==> src/rtl/arb_requester.sv <==
// Requester-side master for a 2-port round-robin arbiter.
// Accepts a burst command, requests the bus, streams beats while granted, then releases.
module arb_requester #(
  parameter int DATA_W    = 8,
  parameter int MAX_BURST = 4,
  parameter int TIMEOUT   = 15,
  localparam int LEN_W    = $clog2(MAX_BURST + 1)
) (
  input  logic              i_clk,
  input  logic              i_rst_n,
  input  logic              i_cmd_valid,
  output logic              o_cmd_ready,
  input  logic [LEN_W-1:0]  i_cmd_len,
  input  logic [DATA_W-1:0] i_cmd_data,
  output logic              o_req,
  input  logic              i_gnt,
  output logic              o_bus_valid,
  output logic [DATA_W-1:0] o_bus_data,
  output logic              o_done,
  output logic              o_timeout
);

  localparam int WAIT_W = $clog2(TIMEOUT + 1);

  localparam logic [1:0] S_IDLE = 2'd0;
  localparam logic [1:0] S_REQ  = 2'd1;
  localparam logic [1:0] S_XFER = 2'd2;
  localparam logic [1:0] S_REL  = 2'd3;

  logic [1:0]        state;
  logic [LEN_W-1:0]  len_q;
  logic [LEN_W-1:0]  beat_q;
  logic [DATA_W-1:0] base_q;
  logic [WAIT_W-1:0] wait_q;
  logic [LEN_W-1:0]  len_c;

  always_comb begin
    len_c = i_cmd_len;
    if (i_cmd_len > LEN_W'(MAX_BURST)) len_c = LEN_W'(MAX_BURST);
  end

  assign o_cmd_ready = (state == S_IDLE);

  always_ff @(posedge i_clk or negedge i_rst_n) begin
    if (!i_rst_n) begin
      state       <= S_IDLE;
      len_q       <= '0;
      beat_q      <= '0;
      base_q      <= '0;
      wait_q      <= '0;
      o_req       <= 1'b0;
      o_bus_valid <= 1'b0;
      o_bus_data  <= '0;
      o_done      <= 1'b0;
      o_timeout   <= 1'b0;
    end else begin
      o_done      <= 1'b0;
      o_timeout   <= 1'b0;
      o_bus_valid <= 1'b0;
      case (state)
        S_IDLE: begin
          if (i_cmd_valid) begin
            len_q  <= len_c;
            base_q <= i_cmd_data;
            beat_q <= '0;
            wait_q <= '0;
            if (len_c == '0) begin
              state  <= S_REL;
              o_done <= 1'b1;
            end else begin
              state <= S_REQ;
              o_req <= 1'b1;
            end
          end
        end
        // REQ shares XFER's logic: beat_q is 0 and len_q is non-zero there,
        // so the completion branch can only fire from XFER.
        S_REQ, S_XFER: begin
          if (beat_q == len_q) begin
            state  <= S_REL;
            o_req  <= 1'b0;
            o_done <= 1'b1;
          end else if (i_gnt) begin
            state       <= S_XFER;
            o_bus_valid <= 1'b1;
            o_bus_data  <= base_q + DATA_W'(beat_q);
            beat_q      <= beat_q + LEN_W'(1);
            wait_q      <= '0;
          end else if (wait_q == WAIT_W'(TIMEOUT - 1)) begin
            state     <= S_IDLE;
            o_req     <= 1'b0;
            o_timeout <= 1'b1;
          end else begin
            wait_q <= wait_q + WAIT_W'(1);
          end
        end
        default: state <= S_IDLE;
      endcase
    end
  end

endmodule

==> config.mk <==
export PLATFORM = sky130hd
export DESIGN_NAME = arb_requester
export DESIGN_NICKNAME = d
export VERILOG_FILES = /design/src/rtl/arb_requester.sv
export SDC_FILE = /design/constraint.sdc
export NUM_CORES = 1
export LEC_CHECK = 0
export CORE_MARGIN = 1
export CORE_UTILIZATION = 57
export DETAILED_ROUTE_END_ITERATION = 10
export PLACE_DENSITY = 0.8
export SYNTH_ARGS = -nofsm -noshare
export SYNTH_HDL_FRONTEND = slang
export SYNTH_SLANG_ARGS = --single-unit
==> constraint.sdc <==
create_clock -name i_clk -period 3.33 [get_ports i_clk]
set_clock_uncertainty 0.1 [all_clocks]
set_input_delay 0.666 -clock i_clk [delete_from_list [all_inputs] [get_ports i_clk]]
set_output_delay 0.666 -clock i_clk [all_outputs]
set_load 0.03 [all_outputs]
==> summary.md, run 1 <==
| Metric | Value |
|---|---|
| Outcome | `completed` |
| Worst Path Max Fanout | `7` |
| Slew HR | `0.437` |
| Yosys top cell area share | `0.463` |
| Final Wtd Congestion | `0.806` |
| CTS tree | `done` |
| Post-synth ARST share | `1.00` |
| CTS Buffer Depth | `2` |
| Post-DRT Antenna Nets | `0` |
| DRC Markers | `0` |
| Via/cell ratio | `6.11` |
| Design area | `between 0.002 and 0.0025 mm2` |
| Synthesized instance count | `around 160` |
| Min Tclk post-route | `between 2 and 3 ns` |
| Fraction of layout cells with a size suffix above 1 | `0.156` |
| Startpoint Class | `flop` |
| Final Hold Fails | `0` |
| CP arrival | `between 1.5 and 2 ns` |
| Total Wirelength | `3540 um` |
| Vias in the first global route | `~1300` |
| Max cap viols | `0` |
| # nets final | `209` |
| Unrepaired setup endpoints after global routing | `no` |
| Commonest cells in the netlist | `dfrtp_1, o21ai_0, mux2_2, nand2_1` |
| Crit end category | `primary output` |
| Largest net degree at the start of global routing | `33` |
| Core area | `approximately 0.0028 mm2` |
| CP required | `approximately 2.6 ns` |
| Fin crit share | `0.778` |
| Cell area after synthesis | `0.00173 mm2` |
| Critical-path cell list | `inv_1, ha_1, clkdlybuf4s50_1` |
| R2R cell count | `6` |
| PwrDens | `995 mW/mm2` |
| Worst path max stage delay | `slightly above 0.7 ns` |
| R2r startpoint | `state[0]$_DFFE_PN0P_` |
| Die height | `approximately 57 um` |
| Worst r2r dst | `wait_q[0]$_DFFE_PN0P_` |
| I/O pin cnt | `28` |
| Max Slew Vio Count | `0` |
| First-pass GRT wire length | `~6300 um` |
| Area grow syn2layout | `22.6%` |
| Register bit total from synthesis | `32` |
| Dpl hpwl | `~2500 um` |
| Crit path from | `state[0]$_DFFE_PN0P_` |
| DR vias | `approximately 1300` |
| Initial antenna violation count | `0` |
| Worst-Margin Slew | `~0.84 ns` |
| Area contributors post-synth | `dfrtp_1, mux2_2, ha_1, o21ai_0, xor2_2` |
| Die Footprint | `0.00326 mm2` |
| Most frequent cell after synthesis | `dfrtp_1` |
| H-tree Lvls | `2` |
| Setup-failing EPs final | `0` |
| VDD IR-drop max | `approximately 0.61 mV` |
| Gr usage total | `0.259` |
| Post-CTS Setup Inserts | `0` |
| Synth cell types | `42` |
| Starting Density | `0.617` |
| Resized Gates After CTS | `0` |
| Clock Sink Count | `32` |
| CP Class | `reg2out` |
| # port buffers | `27` |
| Crit-path slowest cell | `clkdlybuf4s50_1` |
| Wire length per cell | `16.3 um` |
| Final setup TNS | `0 ns` |
| Root Driver | `clkbuf_4` |
| Mapped Nets | `179` |
| Core Rows | `19` |
| Fmax | `386 MHz` |
| Mapped Avg Cell Area | `11.2 um2` |
| Inserted Clock Buffers | `5` |
| Seq/Total Area, Yosys | `0.463` |
| Worst Hold Class | `reg2reg` |
| Placed cells | `~210` |
| Leak | `a little over 0.0009 uW` |
| Crit path to | `o_cmd_ready` |
| Initial DRT Pass Iterations | `4` |
| DP Area | `~0.0020 mm2` |
| Top cell type by total area after synthesis | `dfrtp_1` |
| Clock-pin slew on the worst setup and hold paths | `roughly 0.1 ns` |
| Hold_buf cts | `0` |
| Reg2reg setup slack | `0.92 ns` |
| Predominant post-synthesis flop cell | `dfrtp_1` |
| EDFF count, synth | `0` |
| YS warnings | `0` |
| Final Non-Filler Cells | `~220` |
| Ant. Diodes | `0` |
| Gr ovfl total | `0` |
| Clk_lat worst skew | `0.34 ns` |
| DRT iter0 DRCs | `54` |
| Die X | `around 57 um` |
==> through the flow <==
stage	hold slack (ns)	util	total power, uW	setup WS [ns]
global route	0.438	0.756	2250	0.685
finish	0.394	0.756	2110	0.739
floorplan	0.270	-	1460	1.18
detailed placement	0.380	0.722	1760	0.744
CTS	0.405	0.756	2120	0.747
global placement	0.365	0.722	1710	0.802
==> layer usage <==
metal  part of all wire  GRT usage  vias up
li1                   -          -      621
met2               0.48      0.405       62
met5                  0          0        -
met3              0.059     0.0544        2
met4             0.0048      0.122        0
met1               0.45      0.349      640
==> cells by family after synthesis <==
| logic type | Yosys count | synth area share |
|---|---|---|
| buffers and inverters | 11 | 0.0253 |
| adder cells (fa/ha/maj) | 9 | 0.0694 |
| flip-flops | 32 | 0.463 |
| AND/OR/NAND/NOR | 47 | 0.160 |
| multiplexers | 15 | 0.101 |
| XOR/XNOR | 8 | 0.0535 |
| AO/OA/AOI/OAI | 33 | 0.129 |
==> critical path, delay by kind of cell (launching register included) <==
kind	cells	cell delay, ns
fa+ha+maj	1	0.30
buf+inv	2	0.81
flops	1	0.39
==> cells in the final DEF (no fill, tap or decap), types with 3 or more instances in the layout <==
master | synthesis | routed
nand2b_1 | 5 | 5
xor2_1 | 3 | 3
nand2_1 | 10 | 10
inv_1 | 6 | 6
clkdlybuf4s50_1 | 0 | 27
clkbuf_4 | 0 | 5
nor2_1 | 8 | 8
o21ai_0 | 12 | 12
mux2_2 | 11 | 11
nor2b_1 | 3 | 3
a31oi_1 | 4 | 4
a21oi_1 | 4 | 4
xor2_2 | 3 | 3
nor3_1 | 4 | 4
ha_1 | 8 | 8
dfrtp_1 | 32 | 32
==> power by group <==
| part | internal, uW | leakage, uW | switching, uW |
|---|---|---|---|
| combinational | 473 | 0.000481 | 613 |
| clock | 199 | 0.0000515 | 137 |
| sequential | 548 | 0.000401 | 141 |
| total | 1220 | 0.000933 | 890 |
==> sequential cells by signal, indices dropped and copies added, names as in the netlist, 2 cells and up <==
signal and count:
base_q 8, beat_q 3, len_q 3, o_bus_data 8, state 2, wait_q 4
==> layout make-up <==
type / count / area (um2)
Multi-Input combinational cell: 112 / 886
Sequential cell: 32 / 801
Fill cell: 210 / 684
Timing Repair Buffer: 28 / 278
Clock buffer: 7 / 65.1
Tap cell: 31 / 38.8
Clock inverter: 1 / 30.0
Inverter: 6 / 22.5
==> worst min-delay path by stage <==
stage | slack [ns] | endpoint | start | cells past startpoint
floorplan | 0.27 | base_q[0]$_DFFE_PN0P_ | i_rst_n | 0
global placement | 0.37 | o_bus_data[6]$_DFFE_PN0P_ | o_bus_data[6]$_DFFE_PN0P_ | 2
detailed placement | 0.38 | o_bus_data[2]$_DFFE_PN0P_ | o_bus_data[2]$_DFFE_PN0P_ | 2
CTS | 0.40 | o_bus_data[6]$_DFFE_PN0P_ | o_bus_data[6]$_DFFE_PN0P_ | 2
global route | 0.44 | o_bus_data[4]$_DFFE_PN0P_ | o_bus_data[4]$_DFFE_PN0P_ | 2
finish | 0.39 | o_bus_data[6]$_DFFE_PN0P_ | o_bus_data[6]$_DFFE_PN0P_ | 2
(Power assumes the default switching activity.)
==> run 2: changes to the inputs <==
--- a/config.mk
+++ b/config.mk
@@ -6,9 +6,9 @@
 export NUM_CORES = 1
 export LEC_CHECK = 0
 export CORE_MARGIN = 1
-export CORE_UTILIZATION = 57
+export CORE_UTILIZATION = 53
 export DETAILED_ROUTE_END_ITERATION = 10
-export PLACE_DENSITY = 0.8
+export PLACE_DENSITY = 0.75
 export SYNTH_ARGS = -nofsm -noshare
 export SYNTH_HDL_FRONTEND = slang
 export SYNTH_SLANG_ARGS = --single-unit
==> constraint.sdc (replaced) <==
create_clock -name i_clk -period 2.5 [get_ports i_clk]
set_clock_uncertainty 0.1 [all_clocks]
set_input_delay 0.5 -clock i_clk [delete_from_list [all_inputs] [get_ports i_clk]]
set_output_delay 0.5 -clock i_clk [all_outputs]
set_load 0.03 [all_outputs]
==> run 2 against run 1 <==
Clock power down 18%. Register-to-register slack worse by 0.59 ns. Count of clock-buffer cells in the layout decreased by 1. Final cell count rose by 6.9%. Wire length is 2.8% lower. Setup slack lost 0.63 ns.
==> summary.md, run 2 (synthesis results as in run 1) <==
| Metric | Value |
|---|---|
| Clk_lat worst skew | `0.33 ns` |
| Total Wirelength | `roughly 3400 um` |
| Final Wtd Congestion | `between 0.7 and 0.8` |
| Worst Path Max Fanout | `7` |
| Reg power frac | `0.346` |
| DRC Markers | `0` |
| Crit-path slowest cell | `clkdlybuf4s50_1` |
| CP arrival | `1.79 ns` |
| Crit end category | `primary output` |
| DR vias | `about 1300` |
| Wire length per cell | `about 15 um` |
| Top Registers | `base_q: 8 flops, o_bus_data: 8 flops, wait_q: 4 flops` |
| Max cap viols | `0` |
| Initial DRT Pass Iterations | `4` |
| Startpoint Class | `flop` |
| I/O pin cnt | `28` |
| Min Tclk post-route | `approximately 2.4 ns` |
| Switching component of the power | `~1200 uW` |
| Dpl hpwl | `about 2500 um` |
| Pre-CTS setup slack | `around 0.077 ns` |
| Inserted Clock Buffers | `5` |
| CTS Buffer Depth | `2` |
| Leak | `between 0.0009 and 0.001 uW` |
| Core area | `between 0.003 and 0.004 mm2` |
| Setup-failing EPs final | `0` |
| Ant. Diodes | `0` |
| Fillers | `234` |
| Post-CTS Setup Inserts | `0` |
| VDD IR-drop max | `0.670 mV` |
| Final worst slack | `around 0.11 ns` |
| Unrepaired setup endpoints after global routing | `no` |
| Post-DRT Antenna Nets | `0` |
| Critical-path cell list | `inv_1, ha_1, clkdlybuf4s50_1` |
| CP Class | `reg2out` |
| Root Driver | `clkbuf_4` |
| Initial antenna violation count | `0` |
| DP Area | `slightly above 0.002 mm2` |
| Resized Gates After CTS | `0` |
| PwrDens | `1250 mW/mm2` |
| Gate power share | `0.550` |
| DRT iter0 DRCs | `between 40 and 50` |
| Most common cell after layout, fill and taps aside | `dfrtp_1` |
| Worst-Margin Slew | `around 0.58 ns` |
| Fmax | `between 400 and 500 MHz` |
| Final Hold Fails | `0` |
| Die Footprint | `approximately 0.0035 mm2` |
| Most frequent cells in the layout | `dfrtp_1, clkdlybuf4s50_1, o21ai_0, mux2_2, nand2_1` |
| CP Buf/Inv Count | `2` |
| Internal cell power | `between 1000 and 1500 uW` |
| Design area | `around 0.0021 mm2` |
| Gr usage total | `0.229` |
| Fraction of layout cells with a size suffix above 1 | `0.160` |
| Via/cell ratio | `around 5.6` |
| H-tree Lvls | `2` |
| Gr ovfl total | `0` |
| Fin crit share | `0.958` |
| Starting Density | `0.562` |
| CP required | `between 1.5 and 2 ns` |
| Clock Sink Count | `32` |
| Outcome | `completed` |
| Hold_buf cts | `0` |
| Vias in the first global route | `between 1000 and 1500` |
| Die height | `~59 um` |
| Core Rows | `20` |
| Switch share | `0.438` |
| Clk pwr share | `0.104` |
| Final setup TNS | `0 ns` |
| Clock-pin slew on the worst setup and hold paths | `0.10 ns` |
| Area grow syn2layout | `22.0%` |
| Slew HR | `0.612` |
| CTS tree | `done` |
| Max Slew Vio Count | `0` |
| # nets final | `roughly 210` |
| Largest net degree at the start of global routing | `33` |
| # port buffers | `27` |
| Top cell family by delay on the critical path | `buffers and inverters` |
| Die X | `between 50 and 60 um` |
| Worst path max stage delay | `approximately 0.71 ns` |
| Worst Hold Class | `reg2reg` |
| First-pass GRT wire length | `5730 um` |
[run 2: cell types whose count changed in the layout (fill, tap and decap cells not counted)]
cell and change:
bufinv_16 -1, clkbuf_8 -2, buf_4 +3, clkinv_2 +1
clkbuf_1 +1
[run 2: stage by stage]
step | hold WS (ns) | util | cells | power, uW
3_5_place_dp | 0.374 | 0.671 | 225 | 2380
5_1_grt | 0.427 | 0.686 | 232 | 2830
4_1_cts | 0.394 | 0.686 | 232 | 2660
2_1_floorplan | 0.104 | - | 155 | 1940
3_3_place_gp | 0.363 | 0.671 | 225 | 2310
6_report | 0.390 | 0.686 | 232 | 2640
[run 2: layout make-up]
| type | instances | area, um2 | share of cell area |
|---|---|---|---|
| inverter | 6 | 22.5 | 0.0107 |
| tap | 44 | 55.1 | 0.0261 |
| timing repair buffer | 31 | 300 | 0.142 |
| multi-input combinational | 112 | 886 | 0.420 |
| sequential | 32 | 801 | 0.379 |
| clock inverter | 1 | 5.00 | 0.00237 |
| clock buffer | 6 | 41.3 | 0.0196 |
[run 2: worst paths after layout]
path / from / end / slack (ns) / cells past startpoint
hold / removal: o_bus_data[3]$_DFFE_PN0P_ / o_bus_data[3]$_DFFE_PN0P_ / 0.39 / 2
hold reg to reg: o_bus_data[3]$_DFFE_PN0P_ / o_bus_data[3]$_DFFE_PN0P_ / 0.39 / 2
setup / recovery: state[1]$_DFFE_PN0P_ / o_cmd_ready / 0.11 / 3
max in group asynchronous: i_rst_n / base_q[3]$_DFFE_PN0P_ / 1.54 / 2
min in group asynchronous: i_rst_n / wait_q[2]$_DFFE_PN0P_ / 0.46 / 2
setup reg to reg: state[1]$_DFFE_PN0P_ / state[1]$_DFFE_PN0P_ / 0.33 / 6
[run 2: layer usage]
| metal | global-route usage | routed length, um | vias to the layer above |
|---|---|---|---|
| met2 | 0.367 | 1650 | 29 |
| met5 | 0 | 0 | - |
| met4 | 0.116 | 67 | 0 |
| met1 | 0.291 | 1590 | 626 |
| met3 | 0.0502 | 134 | 8 |
| li1 | - | - | 629 |
[run 2: worst reg2reg max path, delay by kind of cell (launching register included)]
kind / cells / cell delay (ns)
AND/OR/NAND/NOR: 2 / 0.73
AO/OA/AOI/OAI: 2 / 0.49
flip-flops: 1 / 0.40
adder cells (fa/ha/maj): 1 / 0.27
buffers and inverters: 1 / 0.08
[run 2: power by group through the flow]
stage / combinational (uW) / clock, uW / sequential (uW)
2_1_floorplan: 905 / 0 / 1040
3_3_place_gp: 1400 / 0 / 914
3_5_place_dp: 1460 / 0 / 926
4_1_cts: 1460 / 285 / 916
5_1_grt: 1590 / 299 / 944
6_report: 1450 / 275 / 913
==> run 3: changes to the inputs <==
--- a/config.mk
+++ b/config.mk
@@ -12,3 +12,4 @@
 export SYNTH_ARGS = -nofsm -noshare
 export SYNTH_HDL_FRONTEND = slang
 export SYNTH_SLANG_ARGS = --single-unit
+export TNS_END_PERCENT = 1
==> results of run 3 <==
Final layout, timing and power as in run 2 (identical DEF).
